===== config.mk =====
export PLATFORM = sky130hd
export DESIGN_NAME = task_answer_packer_flat
export DESIGN_NICKNAME = d
export VERILOG_FILES = /design/src/rtl/task_answer_packer_pkg.sv /design/src/rtl/task_answer_packer_if.sv /design/src/rtl/task_answer_packer_sync_fifo.sv /design/src/rtl/task_answer_packer.sv /design/src/flat_wrapper.sv
export SDC_FILE = /design/constraint.sdc
export NUM_CORES = 1
export LEC_CHECK = 0
export ABC_AREA = 1
export CORE_UTILIZATION = 29
export CTS_BUF_LIST = sky130_fd_sc_hd__clkbuf_8
export CTS_CLUSTER_SIZE = 10
export DETAILED_ROUTE_END_ITERATION = 7
export PLACE_DENSITY = 0.5
export SKIP_LAST_GASP = 1
export SYNTH_ARGS = -nofsm -noshare
export SYNTH_HDL_FRONTEND = slang
export SYNTH_SLANG_ARGS = --single-unit

===== constraint.sdc =====
create_clock -name i_clk -period 3.7 [get_ports i_clk]
set_input_delay 0.37 -clock i_clk [delete_from_list [all_inputs] [get_ports i_clk]]
set_output_delay 0.37 -clock i_clk [all_outputs]
set_load 0.01 [all_outputs]

===== src/rtl/task_answer_packer_pkg.sv =====
`default_nettype none
// ============================================================================
// Module   : task_pkg
// Purpose  : Shared types and constants for the task answer packer.
// Revision : 1.0
// ============================================================================
package task_pkg;

    typedef enum logic [1:0] {
        IDLE  = 2'd0,
        COUNT = 2'd1,
        DONE  = 2'd2
    } lat_state_t;

    localparam int MIN_FIFO_SIZE = 64;
    localparam int SIZE_W        = 32;

    // Index width that stays legal for a one-entry range.
    function automatic int safe_clog2(input int n);
        return (n > 1) ? $clog2(n) : 1;
    endfunction

endpackage
`default_nettype wire


===== src/rtl/task_answer_packer_if.sv =====
`default_nettype none
// ============================================================================
// Module   : task_answer_packer_if
// Purpose  : Task-side and answer-side signals of the answer packer.
// Revision : 1.0
// ============================================================================
interface task_answer_packer_if
    import task_pkg::*;
#(
    parameter int DATA_WIDTH = 8,
    parameter int STREAMS    = 2,
    parameter int OUT_WIDTH  = 32,
    parameter int LAT_WIDTH  = 32
);
    logic                          i_in_valid;
    logic [STREAMS*DATA_WIDTH-1:0] i_data;
    logic                          i_valid;
    logic                          i_last;
    logic                          i_get_ready;
    logic [OUT_WIDTH-1:0]          o_data;
    logic [OUT_WIDTH/8-1:0]        o_keep;
    logic                          o_valid;
    logic                          i_ready;
    logic                          o_last;
    logic [SIZE_W-1:0]             o_size_bytes;
    logic [LAT_WIDTH-1:0]          o_latency;
    logic                          o_overflow;

    // master: the environment around the packer; slave: the packer itself
    modport master (
        output i_in_valid, i_data, i_valid, i_last, i_get_ready, i_ready,
        input  o_data, o_keep, o_valid, o_last, o_size_bytes, o_latency, o_overflow
    );

    modport slave (
        input  i_in_valid, i_data, i_valid, i_last, i_get_ready, i_ready,
        output o_data, o_keep, o_valid, o_last, o_size_bytes, o_latency, o_overflow
    );
endinterface
`default_nettype wire


===== src/rtl/task_answer_packer_sync_fifo.sv =====
`default_nettype none
// ============================================================================
// Module   : task_sync_fifo
// Purpose  : Synchronous first-word-fall-through FIFO with full/empty flags.
// Revision : 1.0
// ============================================================================
module task_sync_fifo #(
    parameter int WIDTH = 8,
    parameter int DEPTH = 4
) (
    input  logic             clk,
    input  logic             rst,
    input  logic             wr_en,
    input  logic [WIDTH-1:0] wr_data,
    input  logic             rd_en,
    output logic [WIDTH-1:0] rd_data,
    output logic             full,
    output logic             empty
);
    localparam int AW = $clog2(DEPTH);

    logic [WIDTH-1:0] r_mem [DEPTH];
    logic [AW:0]      r_wr_ptr;
    logic [AW:0]      r_rd_ptr;
    logic             w_wr;
    logic             w_rd;

    // A write into a full FIFO is dropped even if a read frees a slot this cycle.
    assign w_wr = wr_en & ~full;
    assign w_rd = rd_en & ~empty;

    always_ff @(posedge clk) begin
        if (rst) begin
            r_wr_ptr <= '0;
            r_rd_ptr <= '0;
        end else begin
            if (w_wr) r_wr_ptr <= r_wr_ptr + (AW+1)'(1);
            if (w_rd) r_rd_ptr <= r_rd_ptr + (AW+1)'(1);
        end
    end

    always_ff @(posedge clk) begin
        if (w_wr) r_mem[r_wr_ptr[AW-1:0]] <= wr_data;
    end

    assign rd_data = r_mem[r_rd_ptr[AW-1:0]];
    assign empty   = (r_wr_ptr == r_rd_ptr);
    assign full    = (r_wr_ptr[AW] != r_rd_ptr[AW]) &&
                     (r_wr_ptr[AW-1:0] == r_rd_ptr[AW-1:0]);
endmodule
`default_nettype wire


===== src/rtl/task_answer_packer.sv =====
`default_nettype none
// ============================================================================
// Module   : task_answer_packer
// Purpose  : Buffers parallel task beats, serialises lanes and packs answer words.
// Revision : 1.0
// ============================================================================
module task_answer_packer
    import task_pkg::*;
#(
    parameter int DATA_WIDTH = 8,
    parameter int STREAMS    = 2,
    parameter int OUT_WIDTH  = 32,
    parameter int FIFO_DEPTH = MIN_FIFO_SIZE,
    parameter int LAT_WIDTH  = 32
) (
    input  logic                i_clk,
    input  logic                i_rst,
    task_answer_packer_if.slave bus
);
    localparam int K          = OUT_WIDTH / DATA_WIDTH;
    localparam int LANE_BYTES = DATA_WIDTH / 8;
    localparam int BEAT_BYTES = STREAMS * DATA_WIDTH / 8;
    localparam int KEEP_W     = OUT_WIDTH / 8;
    localparam int SLOT_W     = safe_clog2(K);
    localparam int LANE_W     = safe_clog2(STREAMS);
    localparam int ENTRY_W    = STREAMS * DATA_WIDTH + 1;

    localparam logic [LANE_W-1:0] LAST_LANE = LANE_W'(STREAMS - 1);
    localparam logic [SLOT_W-1:0] LAST_SLOT = SLOT_W'(K - 1);

    logic               w_fifo_full;
    logic               w_fifo_empty;
    logic               w_fifo_pop;
    logic [ENTRY_W-1:0] w_fifo_head;
    logic               w_beat_wr;

    assign w_beat_wr = bus.i_valid & ~w_fifo_full;

    task_sync_fifo #(
        .WIDTH (ENTRY_W),
        .DEPTH (FIFO_DEPTH)
    ) u_fifo (
        .clk     (i_clk),
        .rst     (i_rst),
        .wr_en   (bus.i_valid),
        .wr_data ({bus.i_last, bus.i_data}),
        .rd_en   (w_fifo_pop),
        .rd_data (w_fifo_head),
        .full    (w_fifo_full),
        .empty   (w_fifo_empty)
    );

    logic [LANE_W-1:0]     r_lane_idx;
    logic [SLOT_W-1:0]     r_slot;
    logic [OUT_WIDTH-1:0]  r_acc_data;
    logic [KEEP_W-1:0]     r_acc_keep;
    logic [OUT_WIDTH-1:0]  r_out_data;
    logic [KEEP_W-1:0]     r_out_keep;
    logic                  r_out_valid;
    logic                  r_out_last;
    logic [DATA_WIDTH-1:0] w_lane_data;
    logic                  w_lane_end;
    logic                  w_lane_last;
    logic                  w_word_done;
    logic                  w_out_free;
    logic                  w_lane_take;
    logic [OUT_WIDTH-1:0]  w_word;
    logic [KEEP_W-1:0]     w_keep;

    always_comb begin
        w_lane_data = '0;
        for (int s = 0; s < STREAMS; s++) begin
            if (r_lane_idx == LANE_W'(s)) w_lane_data = w_fifo_head[s*DATA_WIDTH +: DATA_WIDTH];
        end
    end

    assign w_lane_end  = (r_lane_idx == LAST_LANE);
    assign w_lane_last = w_lane_end & w_fifo_head[ENTRY_W-1];
    assign w_word_done = w_lane_last | (r_slot == LAST_SLOT);
    assign w_out_free  = ~r_out_valid | bus.i_ready;
    // A lane that completes a word may only enter when the output register frees up.
    assign w_lane_take = ~w_fifo_empty & (~w_word_done | w_out_free);
    assign w_fifo_pop  = w_lane_take & w_lane_end;

    always_comb begin
        w_word = r_acc_data;
        w_keep = r_acc_keep;
        for (int k = 0; k < K; k++) begin
            if (r_slot == SLOT_W'(k)) begin
                w_word[k*DATA_WIDTH +: DATA_WIDTH] = w_lane_data;
                w_keep[k*LANE_BYTES +: LANE_BYTES] = '1;
            end
        end
    end

    always_ff @(posedge i_clk) begin
        if (i_rst) begin
            r_lane_idx  <= '0;
            r_slot      <= '0;
            r_acc_data  <= '0;
            r_acc_keep  <= '0;
            r_out_data  <= '0;
            r_out_keep  <= '0;
            r_out_valid <= 1'b0;
            r_out_last  <= 1'b0;
        end else begin
            if (r_out_valid & bus.i_ready) r_out_valid <= 1'b0;
            if (w_lane_take) begin
                r_lane_idx <= w_lane_end ? '0 : r_lane_idx + LANE_W'(1);
                if (w_word_done) begin
                    r_out_data  <= w_word;
                    r_out_keep  <= w_keep;
                    r_out_last  <= w_lane_last;
                    r_out_valid <= 1'b1;
                    r_acc_data  <= '0;
                    r_acc_keep  <= '0;
                    r_slot      <= '0;
                end else begin
                    r_acc_data <= w_word;
                    r_acc_keep <= w_keep;
                    r_slot     <= r_slot + SLOT_W'(1);
                end
            end
        end
    end

    logic [SIZE_W-1:0] r_size;
    logic              r_size_done;
    logic              r_overflow;

    always_ff @(posedge i_clk) begin
        if (i_rst) begin
            r_size      <= '0;
            r_size_done <= 1'b0;
            r_overflow  <= 1'b0;
        end else begin
            if (bus.i_valid & w_fifo_full) r_overflow <= 1'b1;
            if (bus.i_get_ready) begin
                r_size      <= w_beat_wr ? SIZE_W'(BEAT_BYTES) : '0;
                r_size_done <= w_beat_wr & bus.i_last;
            end else if (w_beat_wr & ~r_size_done) begin
                r_size      <= r_size + SIZE_W'(BEAT_BYTES);
                r_size_done <= bus.i_last;
            end
        end
    end

    lat_state_t           r_state;
    lat_state_t           w_state_next;
    logic [LAT_WIDTH-1:0] r_cnt;
    logic [LAT_WIDTH-1:0] w_cnt_next;
    logic [LAT_WIDTH-1:0] r_lat;
    logic [LAT_WIDTH-1:0] w_lat_next;
    logic [LAT_WIDTH-1:0] w_cnt_inc;

    assign w_cnt_inc = (&r_cnt) ? r_cnt : r_cnt + LAT_WIDTH'(1);

    always_ff @(posedge i_clk) begin
        if (i_rst) begin
            r_state <= IDLE;
            r_cnt   <= '0;
            r_lat   <= '0;
        end else begin
            r_state <= w_state_next;
            r_cnt   <= w_cnt_next;
            r_lat   <= w_lat_next;
        end
    end

    always_comb begin
        w_state_next = r_state;
        w_cnt_next   = r_cnt;
        w_lat_next   = r_lat;
        case (r_state)
            IDLE: begin
                if (bus.i_in_valid) begin
                    w_cnt_next = '0;
                    if (bus.i_valid) begin
                        w_state_next = DONE;
                        w_lat_next   = '0;
                    end else begin
                        w_state_next = COUNT;
                    end
                end
            end
            COUNT: begin
                if (bus.i_get_ready) begin
                    w_state_next = IDLE;
                end else if (bus.i_valid) begin
                    w_state_next = DONE;
                    w_lat_next   = w_cnt_inc;
                end else begin
                    w_cnt_next = w_cnt_inc;
                end
            end
            DONE: begin
                if (bus.i_get_ready) w_state_next = IDLE;
            end
            default: w_state_next = IDLE;
        endcase
    end

    assign bus.o_data       = r_out_data;
    assign bus.o_keep       = r_out_keep;
    assign bus.o_valid      = r_out_valid;
    assign bus.o_last       = r_out_last;
    assign bus.o_size_bytes = r_size;
    assign bus.o_latency    = r_lat;
    assign bus.o_overflow   = r_overflow;
endmodule
`default_nettype wire

===== src/flat_wrapper.sv =====
// flat-port wrapper written by rule: the top's interface ports become plain ports
module task_answer_packer_flat import task_pkg::*;
#(
    parameter int DATA_WIDTH = 8,
    parameter int STREAMS    = 2,
    parameter int OUT_WIDTH  = 32,
    parameter int FIFO_DEPTH = MIN_FIFO_SIZE,
    parameter int LAT_WIDTH  = 32
)
  (i_clk, i_rst, bus_i_in_valid, bus_i_data, bus_i_valid, bus_i_last, bus_i_get_ready, bus_i_ready, bus_o_data, bus_o_keep, bus_o_valid, bus_o_last, bus_o_size_bytes, bus_o_latency, bus_o_overflow);
  task_answer_packer_if #(.DATA_WIDTH(DATA_WIDTH), .STREAMS(STREAMS), .OUT_WIDTH(OUT_WIDTH), .LAT_WIDTH(LAT_WIDTH)) bus_i ();
  input  logic i_clk;
  input  logic i_rst;
  input wire logic [$bits(bus_i.i_in_valid)-1:0] bus_i_in_valid;
  input wire logic [$bits(bus_i.i_data)-1:0] bus_i_data;
  input wire logic [$bits(bus_i.i_valid)-1:0] bus_i_valid;
  input wire logic [$bits(bus_i.i_last)-1:0] bus_i_last;
  input wire logic [$bits(bus_i.i_get_ready)-1:0] bus_i_get_ready;
  input wire logic [$bits(bus_i.i_ready)-1:0] bus_i_ready;
  output wire logic [$bits(bus_i.o_data)-1:0] bus_o_data;
  output wire logic [$bits(bus_i.o_keep)-1:0] bus_o_keep;
  output wire logic [$bits(bus_i.o_valid)-1:0] bus_o_valid;
  output wire logic [$bits(bus_i.o_last)-1:0] bus_o_last;
  output wire logic [$bits(bus_i.o_size_bytes)-1:0] bus_o_size_bytes;
  output wire logic [$bits(bus_i.o_latency)-1:0] bus_o_latency;
  output wire logic [$bits(bus_i.o_overflow)-1:0] bus_o_overflow;
  assign bus_i.i_in_valid = bus_i_in_valid;
  assign bus_i.i_data = bus_i_data;
  assign bus_i.i_valid = bus_i_valid;
  assign bus_i.i_last = bus_i_last;
  assign bus_i.i_get_ready = bus_i_get_ready;
  assign bus_i.i_ready = bus_i_ready;
  assign bus_o_data = bus_i.o_data;
  assign bus_o_keep = bus_i.o_keep;
  assign bus_o_valid = bus_i.o_valid;
  assign bus_o_last = bus_i.o_last;
  assign bus_o_size_bytes = bus_i.o_size_bytes;
  assign bus_o_latency = bus_i.o_latency;
  assign bus_o_overflow = bus_i.o_overflow;
  task_answer_packer #(.DATA_WIDTH(DATA_WIDTH), .STREAMS(STREAMS), .OUT_WIDTH(OUT_WIDTH), .FIFO_DEPTH(FIFO_DEPTH), .LAT_WIDTH(LAT_WIDTH)) u_core (.i_clk(i_clk), .i_rst(i_rst), .bus(bus_i));
endmodule

After elaboration in Yosys (flattened, before gate mapping)
Memory sizes are Yosys's and may differ from the RTL's. A register that Yosys moved wholly into a read port is not among the register bits.
Index checks and enable logic that the tools add are counted.
- flip-flop bits (word level): 191
- latch bits: 0
- memory bits (writable): 1088
- memory bits (read-only): 0
- input bits: 23
- output and inout port bits: 103
- logic and storage cells: 106
- memories: 1
- $add $sub $neg: 6
- multiply operators: 0
- divide/modulo/power cells: 0
- magnitude comparators: 0
- eq/ne operators: 15
- shift operators: 0
- multiplexer cells: 41
- bitwise gates (word level): 17
- reduce and logical (&&, ||, !) cells: 10
- memories (memory ; words ; width ; read ports ; clocked after Yosys merged registers in ; write ports ; line ; source):
    u_core.u_fifo.r_mem ; 64 ; 17 ; 1 ; 1 ; 1 ; task_answer_packer_sync_fifo.sv:22 ; logic [WIDTH-1:0] r_mem [DEPTH];
- operators with widths (operator ; number):
    32-bit two-way mux ; 11
    32-bit case mux with 2 select lines ; 2
    8-bit two-way mux ; 5
    32-bit by 1-bit adder with 32-bit output (second input constant) ; 1
    32-bit by 2-bit adder with 32-bit output (second input constant) ; 1
    32-bit AND reduction ; 1
    7-bit by 1-bit adder with 7-bit output (second input constant) ; 2
    2-bit two-way mux ; 7
    1-bit two-way mux ; 12
    6-bit two-way mux ; 2
    2-bit inequality test (second input constant) ; 6
    1-bit bitwise AND ; 9
    7-bit equality test ; 1
    2-bit equality test (second input constant) ; 3
    6-bit equality test ; 1
    2-bit case mux with 3 select lines ; 1
    1-bit NOT ; 5
    5-bit AND reduction ; 1
    2-bit by 1-bit equality test with 1-bit output (second input constant) ; 2
    2-bit zero test ; 2
    4-bit two-way mux ; 1
    4-bit AND reduction ; 1
    2-bit nonzero test ; 2
    3-bit inequality test (second input constant) ; 1
    7 further kinds ; 9

Logic depth before layout (Yosys ltp)
Gate-level depths: netlist of run 1.
- depth in word-level cells: 9
- gate-level depth with buffers: 18
- mapped depth without buffers: 16

By module
Synthesis of run 1 repeated with hierarchy kept, for this count alone.
- cells, all modules: 5037
- area total of the unflattened synthesis: 53400.0 um^2
- by module, submodules not included (module ; times used ; cells an instance ; area each (um^2) ; sequential area each (um^2)):
    task_sync_fifo ; 1 ; 3851 ; 45003.2 ; 33071.7
    task_answer_packer ; 1 ; 1186 ; 8396.8 ; 3523.4

Worst setup path after synthesis of run 1
OpenSTA, ideal clock, no wires.
- path type: reg2reg
- start point: register u_core.u_fifo.r_wr_ptr[4]
- end point: memory u_core.u_fifo.r_mem[63][0] (netlist name) (enable)
- library setup time: 415 ps
- arrival time: 2263 ps
- setup slack: 1022 ps
- stages on the path, launching flop included: 6
- cell sequence: dfxtp_1 > clkbuf_1 > nand2_1 > nor2_1 > clkinv_1 > nor3_1
- word-level cells in the longest chain between the ends: 6
- ends and longest elaborated chain (element ; line ; source):
    start: declaration ; task_answer_packer_sync_fifo.sv:23 ; logic [AW:0] r_wr_ptr;
    start signal: assignment ; task_answer_packer_sync_fifo.sv:37 ; if (w_wr) r_wr_ptr <= r_wr_ptr + (AW+1)'(1);
    6-bit equality test ; task_answer_packer_sync_fifo.sv:49 ; (r_wr_ptr[AW-1:0] == r_rd_ptr[AW-1:0]);
    1-bit logical AND ; task_answer_packer_sync_fifo.sv:48 ; assign full = (r_wr_ptr[AW] != r_rd_ptr[AW]) &&
    1-bit NOT ; task_answer_packer_sync_fifo.sv:29 ; assign w_wr = wr_en & ~full;
    1-bit bitwise AND ; task_answer_packer_sync_fifo.sv:29 ;
    1-bit two-way mux ; task_answer_packer_sync_fifo.sv:43 ; if (w_wr) r_mem[r_wr_ptr[AW-1:0]] <= wr_data;
    1-bit two-way mux (implied by the code) ; task_answer_packer_sync_fifo.sv:43 ;
    end: declaration ; task_answer_packer_sync_fifo.sv:22 ;
Several ways; a longest one is shown, not always the timed one.

==> results of run 1 <==
worst max-delay path, cell delays in order (launching register included):
cell     delay, ps
dfxtp_4        400
inv_8          190
buf_12         260
buf_4          330
buf_4          210
nand2_1         50
nand3_1         60
nand3_1        140
nand3_1        140
nand3_1        230
nand2_1        230
nand2_1        130
nand3_1        280
nand2_1        150
o21ai_0        320
nand2_1        100
nand2_1         70
power groups by stage:
stage	clock, W	combinational [W]	sequential [W]
2_1_floorplan	0	0.00525	0.0164
4_1_cts	0.0118	0.00836	0.0161
3_5_place_dp	0	0.00831	0.0164
5_1_grt	0.0124	0.00911	0.0161
3_3_place_gp	0	0.00829	0.0164
6_report	0.0115	0.00830	0.0161
flip-flops by register name (all words and copies together), names as in the netlist, 4 cells and up, named ones only:
name	count
u_core.r_cnt	32
u_core.bus.o_latency	32
u_core.bus.o_keep	4
u_core.u_fifo.r_rd_ptr	7
u_core.r_acc_data	32
u_core.bus.o_data	32
u_core.bus.o_size_bytes	31
u_core.u_fifo.r_mem	1088
u_core.u_fifo.r_wr_ptr	7
u_core.r_acc_keep	4
worst paths after layout:
check,from,endpoint,slack [ps]
min,bus_i_data[6],u_core.u_fifo.r_mem[37][6],130
max,flip-flop,u_core.bus.o_data[25],260
min reg2reg,u_core.r_acc_keep[3],u_core.r_acc_keep[3],440
max reg2reg,flip-flop,u_core.bus.o_data[25],260
per-layer routing:
metal  GRT usage  wire, µm  up-vias
li1            -         -    17600
met1       0.233     71000    18200
met2       0.282     78000     1082
met3      0.0265      8630      239
met4      0.0616      4810        2
met5           0        13        -
cell families (layout without fill, tap and decap cells):
group	after synthesis	count (layout)
AND/OR/NAND/NOR	2824	2824
flip-flops	1284	1284
buffers and inverters	402	802
AO/OA/AOI/OAI	315	315
XOR/XNOR	36	36
adder cells (fa/ha/maj)	8	8
other	1	8
synth_stat cells, types with 33 or more instances:
cell,count,area (µm²)
a21oi_1,159,796
buf_1,33,124
buf_2,111,556
buf_4,49,368
clkbuf_1,97,364
dfxtp_1,196,3920
edfxtp_1,1088,32700
inv_1,91,342
nand2_1,1467,5510
nand3_1,1110,5560
nand4_1,38,238
nor2_1,152,571
o21ai_0,131,656
through the flow:
step                total power, W  utilization  cells  area [µm²]
detailed placement          0.0247        0.317   7250       57200
floorplan                   0.0217            -   4870       52800
CTS                         0.0363        0.338   7640       61200
global route                0.0376        0.339   7642       61200
global placement            0.0247        0.317   7250       57200
finish                      0.0359        0.339   7647       61200
layout make-up:
| cell class | count | area [µm²] |
|---|---|---|
| inverters | 103 | 404 |
| diodes | 7 | 17.5 |
| clock inverters | 153 | 736 |
| well taps | 2370 | 2970 |
| fillers | 18200 | 120000 |
| flip-flops and latches | 1284 | 36600 |
| repair buffers | 321 | 2950 |
| multi-input cells | 3184 | 14400 |
| clock buffers | 225 | 3100 |
timing repair:
action                                 CTS  global route
setup endpoints to repair                0             0
hold buffers                            12             0
endpoints found under the hold margin  288             0
==> results.yml, run 1 <==
clock_tree:
  cts_tree: "done"
  cts_buffer_depth: 3
  clkTransAtPathRegs_ps: 60
  insertion_delay_ps: 950
  post_cts_buffers: 0
  cts.repair.resized: 0
  cts_root_buf: "clkbuf_8"
  cts_buffers: 210
  cts_max_level: 4
  clock_sinks: 1284
grt:
  grt-ovfl-total: 0
  grt_max_degree: 86
  grt_pass1_wl_um: 239000
  grt_pass1_vias: 35700
  track_usage: 0.173
  antenna_found_initial: 4
yosys:
  synth-seq-cells: 1284
  syn-cell-area_um2: 52800
  synth_compound_area_frac: 0.0306
  synth-edff-count: 1088
  synth_xor_area_frac: 0.00597
  synth_top_family_by_area: "simple AND/OR/NAND/NOR gates"
  synth_cells: 4870
  synth_simple_gate_area_frac: 0.232
  avgSynthCellArea_um2: 10.8
  synth-async-reset-ratio: 0
  synthAdderAreaFrac: 0.00190
  yosysWarnings: 0
  synthFlopType: "edfxtp_1"
  yosysSeqAreaShare: 0.693
  synth.net_count: 4901
  synth.distinct_cells: 43
  synthMuxAreaShare: 0
cells_and_area:
  drive_gt1_frac: 0.0998
  layout_common_cells: "1467 x nand2_1, 1110 x nand3_1, 1088 x edfxtp_1"
  final_common_cell: "nand2_1"
  area_delta_synth_final_pct: 15.9
  nets: 5135
floorplanning:
  core_area_um2: 181000
  dieArea_um2: 184000
  num_rows: 156
  die_h_um: 429
  initial_core_util: 0.292
  die_x_um: 429
  ioPinCount: 126
run_status:
  outcome: "complete, no violations"
route:
  drtIter0Drc: 3422
  routed_via_density: 4.85
  first_pass_iters: 6
  detail-route-antenna-nets: 0
  drcViolationCount: 0
  vias: 37100
  wl_per_cell_um: 21.2
  routed_wl_um: 162000
pwr:
  power.internal_w: 0.0239
  clkPwrFrac: 0.320
  power_switching_w: 0.0120
  leakage_nw: 21.7
  ir_drop_uv: 379
  seq_power_share: 0.449
  switching_share: 0.334
  pwr-share-comb: 0.231
  p_per_area_nw_per_um2: 587
min_path:
  min_path_cells: 1
  hold_class: "in2reg"
sta:
  setup_ws_ps: 256
  rsz0062_at_grt: "false"
  fmax_ghz: 0.290
  tns_ps: 0
  maxSlewHeadroom: 0.267
  worstMarginPinSlew_ps: 1100
  finalSetupViolCount: 0
  period_minus_slack_ps: 3440
  slew_violations: 0
  fin_worst_skew_ps: 67.1
  fin_crit_sh: 0.931
  hold_viol: 0
  whs_ps: 130
setup_path:
  path_class: "reg2reg"
  reg2regPathDepth: 16
  cp_data_arrival_time_ps: 4300
  start_kind: "flip-flop"
  crit_path_max_fanout: 37
  worstPathRequired_ps: 4550
  end_kind: "flip-flop"
placed_design:
  dpl_worst_slack_ps: 390
  portBuffers: 124
  hpwlAfterDp_um: 95800
  globalplace.congestion: 0.907
job:
  cap_violations: 0
Power figures use the tool's default switching activity.
==> run 2, diff against run 1 <==
Settings changed: CORE_MARGIN set to 2, SKIP_LAST_GASP 1 to not set.
==> run 2 against run 1 <==
  * Routed wire length shrank 0.51%
  * Largest cell class unchanged
  * Cell count up 0.21%
  * Final area grew 0.38%
  * Largest power group unchanged
==> results.yml, run 2 (same netlist as run 1, synthesis figures left out) <==
setup_path:
  path_class: "reg2reg"
  crit_path_max_fanout: 56
  start_kind: "flip-flop"
  rr_endpoint: "u_core.r_acc_data[4]"
  crit_buf_inv: 3
  end_kind: "flip-flop"
  worstPathRequired_ps: 4450
  reg2reg_slack_ps: 420
  cp_top_family: "simple AND/OR/NAND/NOR gates"
  cp_data_arrival_time_ps: 4030
  reg2regPathDepth: 14
  cpMostUsedCell: "nand3_1"
  path_cells: "inv_8 -> buf_4 -> buf_4 -> nand3_1 -> nand3_1 -> nand3_1 -> nand3_1 -> o21ai_1 -> nand2_1 -> nand3_1 -> nand3_1 -> nand2_1 -> nand2_1 -> a21oi_1"
  slowest_delay_ps: 430
  critPathSlowestCell: "buf_4"
grt:
  grt-ovfl-total: 0
  grt_pass1_vias: 36300
  grt_pass1_wl_um: 239000
  antenna_found_initial: 3
  grt_max_degree: 91
  track_usage: 0.171
floorplanning:
  core_area_um2: 181000
  initial_core_util: 0.292
  dieArea_um2: 185000
  num_rows: 156
  die_x_um: 431
  die_h_um: 431
  ioPinCount: 126
route:
  first_pass_iters: 5
  vias: 37300
  wl_per_cell_um: 21.1
  drtIter0Drc: 3355
  detail-route-antenna-nets: 0
  routed_wl_um: 162000
  drcViolationCount: 0
  routed_via_density: 4.87
cells_and_area:
  stdcell_count: 7663
  drive_gt1_frac: 0.104
  nets: 5157
  final_common_cell: "nand2_1"
  area_delta_synth_final_pct: 16.4
  num-fill-cells: 18200
  largest_reg_flops: 1088
  layout_common_cells: "1467 x nand2_1, 1110 x nand3_1, 1088 x edfxtp_1"
placed_design:
  dpl_worst_slack_ps: 563
  hpwlAfterDp_um: 98100
  globalplace.congestion: 0.854
  portBuffers: 124
  dpl.cell_count: 7269
min_path:
  holdCritStartpoint: "bus_i_data[1]"
  min_path_cells: 1
  hold_class: "in2reg"
  whs_endpoint: "u_core.u_fifo.r_mem[14][1]"
clock_tree:
  insertion_delay_ps: 960
  cts_max_level: 4
  cts_buffers: 210
  postCtsHoldBufs: 15
  cts_buffer_depth: 3
  clkTransAtPathRegs_ps: 60
  cts.repair.resized: 0
  cts_root_buf: "clkbuf_8"
  post_cts_buffers: 0
  clock_sinks: 1284
  cts_tree: "done"
pwr:
  pwr-share-comb: 0.230
  power.internal_w: 0.0241
  clkPwrFrac: 0.323
  power_w: 0.0361
  ir_drop_uv: 399
  leakage_nw: 21.8
  power_switching_w: 0.0120
  p_per_area_nw_per_um2: 587
  switching_share: 0.332
  seq_power_share: 0.447
sta:
  whs_ps: 75.2
  period_minus_slack_ps: 3280
  slew_violations: 0
  fmax_ghz: 0.305
  maxSlewHeadroom: 0.334
  finalSetupViolCount: 0
  setup_ws_ps: 424
  hold_viol: 0
  fin_worst_skew_ps: 67.2
  tns_ps: 0
  worstMarginPinSlew_ps: 999
  rsz0062_at_grt: "false"
  fin_crit_sh: 0.885
job:
  cap_violations: 0
run_status:
  outcome: "complete, no violations"
-- run 2: cell type report --
cell class / count / area [µm²] / share of cell area
flip-flops and latches: 1284 / 36600 / 0.596
repair buffers: 343 / 3150 / 0.0512
inverters: 103 / 407 / 0.00662
diodes: 2 / 5.00 / 0.0000815
well taps: 2370 / 2970 / 0.0483
multi-input cells: 3184 / 14400 / 0.235
clock buffers: 214 / 2950 / 0.0479
clock inverters: 163 / 922 / 0.0150
-- run 2: metrics by stage --
stage          instance area (µm²)  utilization
2_1_floorplan                52800            -
3_3_place_gp                 57400        0.318
3_5_place_dp                 57400        0.318
4_1_cts                      61400        0.340
5_1_grt                      61400        0.340
6_report                     61400        0.340
-- run 2: per-layer routing --
layer  global-route usage  vias to the layer above  share of wire
met5                    0                        -              0
met2                0.284                     1034           0.49
met1                0.224                    18400           0.43
met4               0.0630                        0          0.033
met3               0.0264                      283          0.049
li1                     -                    17600              -
-- run 2: how the worst max path moves through the flow --
stage | to | slack, ps | cells after the start
2_1_floorplan | u_core.u_fifo.r_mem[63][0] | 1020 | 5
3_3_place_gp | u_core.r_acc_data[4] | 600 | 14
3_5_place_dp | u_core.r_acc_data[4] | 560 | 14
4_1_cts | u_core.r_acc_data[4] | 510 | 14
5_1_grt | u_core.r_acc_data[16] | 330 | 16
6_report | u_core.r_acc_data[4] | 420 | 14
-- run 2: power by group through the flow --
stage | clock, W | combinational (W) | sequential (W)
2_1_floorplan | 0 | 0.00525 | 0.0164
3_3_place_gp | 0 | 0.00831 | 0.0164
3_5_place_dp | 0 | 0.00832 | 0.0164
4_1_cts | 0.0120 | 0.00836 | 0.0161
5_1_grt | 0.0126 | 0.00911 | 0.0162
6_report | 0.0117 | 0.00829 | 0.0161
-- run 2: worst reg2reg max path, stage by stage (launching register included) --
cell and delay (ps):
dfxtp_4 410, inv_8 400, buf_4 470, buf_4 210, nand3_1 70, nand3_1 60, nand3_1 150, nand3_1 280
o21ai_1 120, nand2_1 160, nand3_1 350, nand3_1 190, nand2_1 80, nand2_1 60, a21oi_1 70
